<file path="config.mk">
export PLATFORM = sky130hd
export DESIGN_NAME = instr_aligner
export DESIGN_NICKNAME = d
export VERILOG_FILES = /design/src/rtl/instr_aligner.sv
export SDC_FILE = /design/constraint.sdc
export NUM_CORES = 1
export LEC_CHECK = 0
export ABC_AREA = 1
export BUFFER_PORTS_ARGS = -buffer_cell sky130_fd_sc_hd__buf_2
export CORE_MARGIN = 4
export CORE_UTILIZATION = 48
export CTS_CLUSTER_DIAMETER = 60
export CTS_CLUSTER_SIZE = 16
export DETAILED_ROUTE_END_ITERATION = 6
export PLACE_DENSITY = 0.87
export SYNTH_ARGS = -nofsm -noshare
export SYNTH_HDL_FRONTEND = slang
export SYNTH_SLANG_ARGS = --single-unit
export TNS_END_PERCENT = 20
</file>
<file path="constraint.sdc">
create_clock -name clk -period 2.06 [get_ports clk]
set_input_delay 0.412 -clock clk [delete_from_list [all_inputs] [get_ports clk]]
set_output_delay 0.412 -clock clk [all_outputs]
set_load 0.01 [all_outputs]
</file>
<file path="src/rtl/instr_aligner.sv">
// Realigns a stream of word-aligned fetch words into 16/32-bit RISC-V instructions,
// holding a leftover halfword when an instruction straddles two words.
module instr_aligner #(
   parameter logic [31:0] BOOT_ADDR = 32'h0000_0000,
   localparam int RISCV_WORD_WIDTH = 32
) (
   input  logic                        clk,
   input  logic                        rst_n,
   input  logic [RISCV_WORD_WIDTH-1:0] fetch_data_i,
   input  logic                        fetch_valid_i,
   output logic                        fetch_ready_o,
   input  logic                        branch_i,
   input  logic [RISCV_WORD_WIDTH-1:0] branch_addr_i,
   output logic [RISCV_WORD_WIDTH-1:0] instr_o,
   output logic [RISCV_WORD_WIDTH-1:0] instr_addr_o,
   output logic                        instr_valid_o,
   input  logic                        instr_ready_i
);

   typedef enum logic [1:0] {
      S_ALIGNED   = 2'd0,
      S_ODD_START = 2'd1,
      S_HALF      = 2'd2
   } state_t;

   localparam state_t RESET_STATE = BOOT_ADDR[1] ? S_ODD_START : S_ALIGNED;

   state_t                      state_r;
   logic [RISCV_WORD_WIDTH-1:0] pc_r;
   logic [15:0]                 hb_r;

   logic [RISCV_WORD_WIDTH-1:0] instr_s;
   logic                        valid_s;
   logic                        fready_s;
   logic                        kill_s;
   logic                        xfer_s;
   logic                        lo_comp_s;
   logic                        hi_comp_s;
   logic                        hb_comp_s;

   function automatic logic is_compressed(input logic [15:0] h);
      return (h[1:0] != 2'b11);
   endfunction

   assign lo_comp_s = is_compressed(fetch_data_i[15:0]);
   assign hi_comp_s = is_compressed(fetch_data_i[31:16]);
   assign hb_comp_s = is_compressed(hb_r);

   // Output selection and fetch consumption decoded from the current state.
   always_comb begin
      instr_s  = 32'h0000_0000;
      valid_s  = 1'b0;
      fready_s = 1'b0;
      case (state_r)
         S_ALIGNED: begin
            valid_s  = fetch_valid_i;
            fready_s = fetch_valid_i & instr_ready_i;
            if (lo_comp_s) begin
               instr_s = {16'h0000, fetch_data_i[15:0]};
            end else begin
               instr_s = fetch_data_i;
            end
         end
         S_ODD_START: begin
            if (hi_comp_s) begin
               valid_s  = fetch_valid_i;
               fready_s = fetch_valid_i & instr_ready_i;
               instr_s  = {16'h0000, fetch_data_i[31:16]};
            end else begin
               // Upper half starts a 32-bit instruction: swallow the word into hb.
               valid_s  = 1'b0;
               fready_s = 1'b1;
               instr_s  = 32'h0000_0000;
            end
         end
         S_HALF: begin
            if (hb_comp_s) begin
               valid_s  = 1'b1;
               fready_s = 1'b0;
               instr_s  = {16'h0000, hb_r};
            end else begin
               valid_s  = fetch_valid_i;
               fready_s = fetch_valid_i & instr_ready_i;
               instr_s  = {fetch_data_i[15:0], hb_r};
            end
         end
         default: begin
            instr_s  = 32'h0000_0000;
            valid_s  = 1'b0;
            fready_s = 1'b0;
         end
      endcase
   end

   assign kill_s        = branch_i | ~rst_n;
   assign instr_o       = instr_s;
   assign instr_addr_o  = pc_r;
   assign instr_valid_o = valid_s & ~kill_s;
   assign fetch_ready_o = fready_s & ~kill_s;
   assign xfer_s        = instr_valid_o & instr_ready_i;

   // PC, leftover halfword and alignment state; a redirect overrides everything.
   always_ff @(posedge clk or negedge rst_n) begin
      if (!rst_n) begin
         state_r <= RESET_STATE;
         pc_r    <= BOOT_ADDR;
         hb_r    <= 16'h0000;
      end else if (branch_i) begin
         pc_r    <= branch_addr_i & 32'hFFFF_FFFE;
         hb_r    <= 16'h0000;
         state_r <= branch_addr_i[1] ? S_ODD_START : S_ALIGNED;
      end else begin
         case (state_r)
            S_ALIGNED: begin
               if (xfer_s && lo_comp_s) begin
                  hb_r    <= fetch_data_i[31:16];
                  pc_r    <= pc_r + 32'd2;
                  state_r <= S_HALF;
               end else if (xfer_s) begin
                  pc_r    <= pc_r + 32'd4;
               end else begin
                  pc_r    <= pc_r;
               end
            end
            S_ODD_START: begin
               if (hi_comp_s && xfer_s) begin
                  pc_r    <= pc_r + 32'd2;
                  state_r <= S_ALIGNED;
               end else if (!hi_comp_s && fetch_valid_i && fetch_ready_o) begin
                  hb_r    <= fetch_data_i[31:16];
                  state_r <= S_HALF;
               end else begin
                  pc_r    <= pc_r;
               end
            end
            S_HALF: begin
               if (hb_comp_s && xfer_s) begin
                  pc_r    <= pc_r + 32'd2;
                  state_r <= S_ALIGNED;
               end else if (!hb_comp_s && xfer_s) begin
                  hb_r    <= fetch_data_i[31:16];
                  pc_r    <= pc_r + 32'd4;
               end else begin
                  pc_r    <= pc_r;
               end
            end
            default: begin
               state_r <= RESET_STATE;
               pc_r    <= BOOT_ADDR;
               hb_r    <= 16'h0000;
            end
         endcase
      end
   end

endmodule

</file>
==> results of run 1 <==
final cells by class:
cell class                      instances  area, um2  share of cell area, %
Multi-Input combinational cell        590       3180                   50.2
Timing Repair Buffer                  205       1350                   21.4
Sequential cell                        49       1230                   19.5
Inverter                               82        318                   5.02
Tap cell                              129        161                   2.55
Clock buffer                            7       86.3                   1.36
critical path, stage by stage, from the launching register on:
cell and delay (ps):
dfrtp_2 460, buf_4 170, nor2_4 130, buf_6 130
a22oi_1 100, a211oi_4 200, buf_4 150, buf_6 90
metal layers:
layer / GRT usage (%) / routed length (um)
met1: 37.5 / 6830
met2: 46.5 / 8400
met3: 4.41 / 1730
met4: 10.2 / 432
met5: 0 / 0
through the flow:
stage	TNS (ps)	std cells	power, uW	utilization [%]	cell area, um2
2_1_floorplan	0	757	3350	-	4560
3_3_place_gp	0	1045	4550	62.1	5740
3_5_place_dp	0	1045	4620	62.1	5740
4_1_cts	-75.4	1055	5270	63.8	5890
5_1_grt	-4040	1062	6060	68.5	6330
6_report	-472	1062	5660	68.5	6330
placed cells by master, fill, tap and decap left out, types with 6 or more instances in the layout:
master and instances:
nand2_1 214, o221ai_2 6, nand3_1 56, nand2_2 9, dfrtp_1 44, xnor2_1 8, nor2_1 92, xor2_1 23
inv_2 7, a21oi_1 41, o22ai_2 6, a21oi_2 29, o221ai_1 9, o21ai_0 29, buf_2 131, clkbuf_8 6
o211ai_1 8, buf_6 10, o22ai_1 10, nor2_4 6, nand4_1 11, inv_1 73, buf_4 56
what timing repair did:
| item | in CTS | in global routing |
|---|---|---|
| pin swaps | 0 | 7 |
| resized for setup | 12 | 88 |
| gates cloned | 0 | 4 |
| setup buffers | 3 | 3 |
| setup endpoints to repair | 33 | 78 |
power by group through the flow:
stage          sequential (uW)  clock (uW)  combinational, uW
2_1_floorplan             1600           0               1750
3_5_place_dp              1540           0               3090
5_1_grt                   1570         646               3840
3_3_place_gp              1530           0               3020
6_report                  1540         610               3510
4_1_cts                   1510         617               3140
how the worst min path moves through the flow:
stage / start / end / slack (ps) / cells past startpoint
2_1_floorplan: rst_n / hb_r[0]$_DFFE_PN0P_ / 120 / 0
3_3_place_gp: hb_r[13]$_DFFE_PN0P_ / hb_r[13]$_DFFE_PN0P_ / 460 / 2
3_5_place_dp: hb_r[2]$_DFFE_PN0P_ / hb_r[2]$_DFFE_PN0P_ / 460 / 2
4_1_cts: rst_n / instr_addr_o[10]$_DFFE_PN0P_ / 310 / 2
5_1_grt: rst_n / hb_r[4]$_DFFE_PN0P_ / 370 / 2
6_report: rst_n / instr_addr_o[10]$_DFFE_PN0P_ / 310 / 2
registers in the layout, indices dropped and copies added (netlist names):
| signal | flops |
|---|---|
| instr_addr_o | 31 |
| hb_r | 16 |
| state_r | 2 |
logic make-up after synthesis:
kind of cell / after synthesis / share of synthesized area (%)
xor+xnor: 31 / 5.95
buf+inv: 118 / 10.2
simple gates: 407 / 36.9
flops: 49 / 26.9
fa+ha+maj: 2 / 0.548
compound gates: 147 / 19.0
mux: 2 / 0.439
other cells: 1 / 0.0822
==> flow_summary.json, run 1 <==
{
  "reg2reg_to": "instr_addr_o[22]$_DFFE_PN0P_",
  "min_path_type": "input port to asynchronous set/reset pin",
  "die_y_um": 106,
  "syn2layout_area_growth_pct": 38.7,
  "hpwl_um": 12000,
  "synth_ff_type": "dfrtp_1",
  "drc_errors": 0,
  "cp-start-kind": "flop",
  "htreeDepth": 2,
  "timing.fmax_mhz": 465,
  "post-route-period-util_pct": 104,
  "swShare_pct": 48.0,
  "clock_power_share_pct": 10.8,
  "fin_skew_ps": 9.94,
  "slew_violations": 0,
  "reg2reg_from": "state_r[1]$_DFFE_PN0P_",
  "grt_pass1_wl_um": 26100,
  "yosys.area.top_type_share_pct": 26.9,
  "worstPathArrival_ps": 1740,
  "worstPathRequired_ps": 1650,
  "num_vias": 5957,
  "max-clock-path-buffers": 2,
  "finalNetCount": 1004,
  "first_global_vias": 5562,
  "clockRootBuffer": "clkbuf_8",
  "gp_congestion": 1.07,
  "netlist_top_cells_count": "nand2_1 (223), nor2_1 (100), inv_1 (74)",
  "ys_async_sr_fraction_pct": 100,
  "fin_ws_ps": -88.3,
  "synth-seq-cells": 49,
  "netlist_area_um2": 4560,
  "violations": "setup timing",
  "clkTransAtPathRegs_ps": 100,
  "drt-initial-drc-count": 647,
  "crit_type": "flop to output port",
  "cts_tree": "yes",
  "rsz0062_at_grt": "true",
  "floorplan.initialDensity_pct": 49.4,
  "cap_viol_max_count": 0,
  "cellLeakagePower_uw": 0.00322,
  "hold_viol": 0,
  "io_pins": 135,
  "layout-drive-gt1-share_pct": 32.0,
  "seq_area_frac_synth_pct": 26.9,
  "avgSynthCellArea_um2": 6.03,
  "endpoint": "fetch_ready_o",
  "clk_latency_ps": 310,
  "slew-limit-headroom_pct": 56.6,
  "vdd_ir_drop_max_mv": 0.360,
  "power_density_nw_per_um2": 894,
  "die_w_um": 106,
  "num-fill-cells": 802,
  "finalCriticalPeriod_ps": 2150,
  "cts_buffers": 5,
  "grt_max_degree": 50,
  "ant_nets": 0,
  "syn_nets": 828,
  "row_count": 35,
  "tightestPinTransition_ps": 651,
  "synth_edf_count": 0,
  "wl_um": 17400,
  "reg2reg_slack_ps": 0,
  "dp_slack_ps": 10.8,
  "startpoint": "state_r[1]$_DFFE_PN0P_",
  "setup_viol": 17,
  "yosys.area.top_type": "dfrtp_1",
  "end_kind": "output port",
  "synthTopCellsByArea": "dfrtp_1 (27%), nand2_1 (18%), nor2_1 (8.2%)",
  "p_switching_uw": 2720,
  "viasPerCell": 5.61,
  "cp_max_fo": 5,
  "rr_worst_depth": 14,
  "status": "complete, but fails checks",
  "seqPwrFrac_pct": 27.2,
  "dieArea_um2": 11100,
  "fin_hold_ws_ps": 309,
  "portBuffers": 132,
  "coreArea_um2": 9240,
  "post-synth-top-count-cell": "nand2_1",
  "hold_buffers": 0,
  "post_drt_wl_per_cell_um": 16.4,
  "synthCells": 757,
  "grt_overflow_total": 0,
  "grt_antenna_before_repair": 0,
  "antenna_cells": 0,
  "synth_warnings": 0,
  "ys_types": 35,
  "grt_use_total_pct": 28.2,
  "power_report.internal_total_uw": 2940,
  "clkSinkCount": 49,
  "p_comb_share_pct": 62.0,
  "firstDrtPassIters": 6
}
Note: power is estimated with default switching activity, not from simulation.
==> run 2: changes to the inputs <==
==> constraint.sdc (replaced) <==
create_clock -name clk -period 2.06 [get_ports clk]
set_input_delay 0.412 -clock clk [delete_from_list [all_inputs] [get_ports clk]]
set_output_delay 0.412 -clock clk [all_outputs]
set_load 0.02 [all_outputs]
==> run 2 against run 1 <==
  * The run still ends with setup timing left
  * Maximum frequency down 0.27%
  * Sequential share of layout area down 0.73 points
  * Clock power up 22%
  * First-iteration DRC count down 10%
  * Combinational power up 12%
  * Largest power group unchanged
  * Die area unchanged
  * Power up 10%
  * Global-route usage up 0.20 points
  * Final cell count up 0.47%
==> flow_summary.json, run 2 (synthesis results as in run 1) <==
{
  "dieArea_um2": 11100,
  "post_drt_wl_per_cell_um": 18.4,
  "final_cell_mix": "nand2_1 (215), buf_2 (100), nor2_1 (94), inv_1 (73), buf_4 (73)",
  "clockRootBuffer": "clkbuf_8",
  "slew-limit-headroom_pct": 56.4,
  "gp_congestion": 0.961,
  "hpwl_um": 11800,
  "cts_buffers": 5,
  "die_w_um": 106,
  "hold_viol": 0,
  "io_pins": 135,
  "grt_antenna_before_repair": 0,
  "clk_latency_ps": 310,
  "max-clock-path-buffers": 2,
  "fin_skew_ps": 4.71,
  "power_uw": 6230,
  "min_path_type": "input port to asynchronous set/reset pin",
  "coreArea_um2": 9240,
  "htreeDepth": 2,
  "timing.fmax_mhz": 464,
  "utilization_pct": 71.4,
  "antenna_cells": 0,
  "wl_um": 19600,
  "slew_violations": 0,
  "post-route-period-util_pct": 105,
  "finalCriticalPeriod_ps": 2150,
  "power_density_nw_per_um2": 944,
  "top_layer": "met4",
  "layout-drive-gt1-share_pct": 32.6,
  "ant_nets": 0,
  "max_stage_delay_ps": 430,
  "vdd_ir_drop_max_mv": 0.422,
  "viasPerCell": 5.95,
  "met3_length_um": 2340,
  "end_kind": "output port",
  "hold_buffers": 0,
  "cellLeakagePower_uw": 0.00329,
  "drc_errors": 0,
  "grt_overflow_total": 0,
  "cts_tree": "yes",
  "finalNetCount": 1008,
  "setup_tns_ps": -1860,
  "status": "complete, but fails checks",
  "portBuffers": 132,
  "worstPathArrival_ps": 1740,
  "largest_reg_flops": 31,
  "clkTransAtPathRegs_ps": 90,
  "dr_wl_met2_um": 9180,
  "grt_max_degree": 50,
  "grt_use_total_pct": 28.4,
  "setup_viol": 67,
  "row_count": 35,
  "worstPathRequired_ps": 1650,
  "firstDrtPassIters": 6,
  "violations": "setup timing",
  "cp-start-kind": "flop",
  "first_global_vias": 5553,
  "rsz0062_at_grt": "true",
  "crit_path_top_delay_cell": "dfrtp_2",
  "floorplan.initialDensity_pct": 49.4,
  "drt-initial-drc-count": 582,
  "crit_type": "flop to output port",
  "fin_ws_ps": -94.2,
  "num_vias": 6351,
  "cap_viol_max_count": 0,
  "cp_max_fo": 14,
  "tightestPinTransition_ps": 654,
  "die_y_um": 106,
  "cp_common_cell": "buf_4",
  "grt_pass1_wl_um": 26400,
  "met1_length_um": 7060,
  "syn2layout_area_growth_pct": 44.6,
  "clkSinkCount": 49,
  "final_common_cell": "nand2_1",
  "worstPathCellList": "inv_2, buf_4, nor2_4, nand2_2, buf_6, o221ai_1, buf_4"
}
run 2: changes by cell type in the layout (fill, tap and decap cells not counted), sizes merged:
cell / before / now
buf: 202 / 204
bufinv: 0 / 1
clkbuf: 10 / 12
run 2: routing by layer:
metal	GRT usage (%)	vias to the layer above
met4	9.53	0
li1	-	2828
met1	36.5	2875
met5	0	-
met2	48.6	506
met3	4.59	142
run 2: what timing repair did:
action | CTS | global route
pin swaps | 1 | 5
cloned | 0 | 7
buffers inserted | 4 | 3
setup endpoints to repair | 41 | 78
gates resized for setup | 38 | 105
run 2: metrics by stage:
step / std cells / setup slack [ps] / area [um2] / hold slack [ps]
2_1_floorplan: 757 / 6.20 / 4580 / 116
3_3_place_gp: 1045 / 82.5 / 5750 / 458
3_5_place_dp: 1045 / 30.8 / 5750 / 463
4_1_cts: 1057 / -15.5 / 6030 / 296
5_1_grt: 1067 / -147 / 6600 / 340
6_report: 1067 / -94.2 / 6600 / 289
run 2: worst paths after layout:
path | startpoint | to | slack, ps | depth (start not counted)
worst max register to register | state_r[0]$_DFFE_PN0P_ | hb_r[2]$_DFFE_PN0P_ | -60 | 11
min in group clk | branch_addr_i[1] | state_r[0]$_DFFE_PN0P_ | 380 | 3
worst min-delay path | rst_n | instr_addr_o[4]$_DFFE_PN0P_ | 290 | 2
max in group asynchronous | rst_n | state_r[1]$_DFFE_PN0P_ | 1300 | 2
worst min register to register | hb_r[10]$_DFFE_PN0P_ | hb_r[10]$_DFFE_PN0P_ | 490 | 2
worst max-delay path | state_r[0]$_DFFE_PN0P_ | instr_o[14] | -90 | 7
run 2: area by class of cell:
cell class                 count  area [um2]
multi-input combinational    590        3210
fill                         686        2640
timing repair buffer         209        1560
sequential                    49        1240
inverter                      82         315
tap                          129         161
clock buffer                   7        86.3
clock inverter                 1        30.0
run 2: report_power, final:
group          switching (uW)  internal, uW
Combinational            2380          1540
Clock                     346           397
Sequential                336          1230
Total                    3060          3170
run 2: critical path, delay by kind of cell (launching register included):
kind / cells / cell delay (ps)
AND/OR/NAND/NOR: 2 / 190
flip-flops: 1 / 430
buffers and inverters: 4 / 580
AO/OA/AOI/OAI: 1 / 230
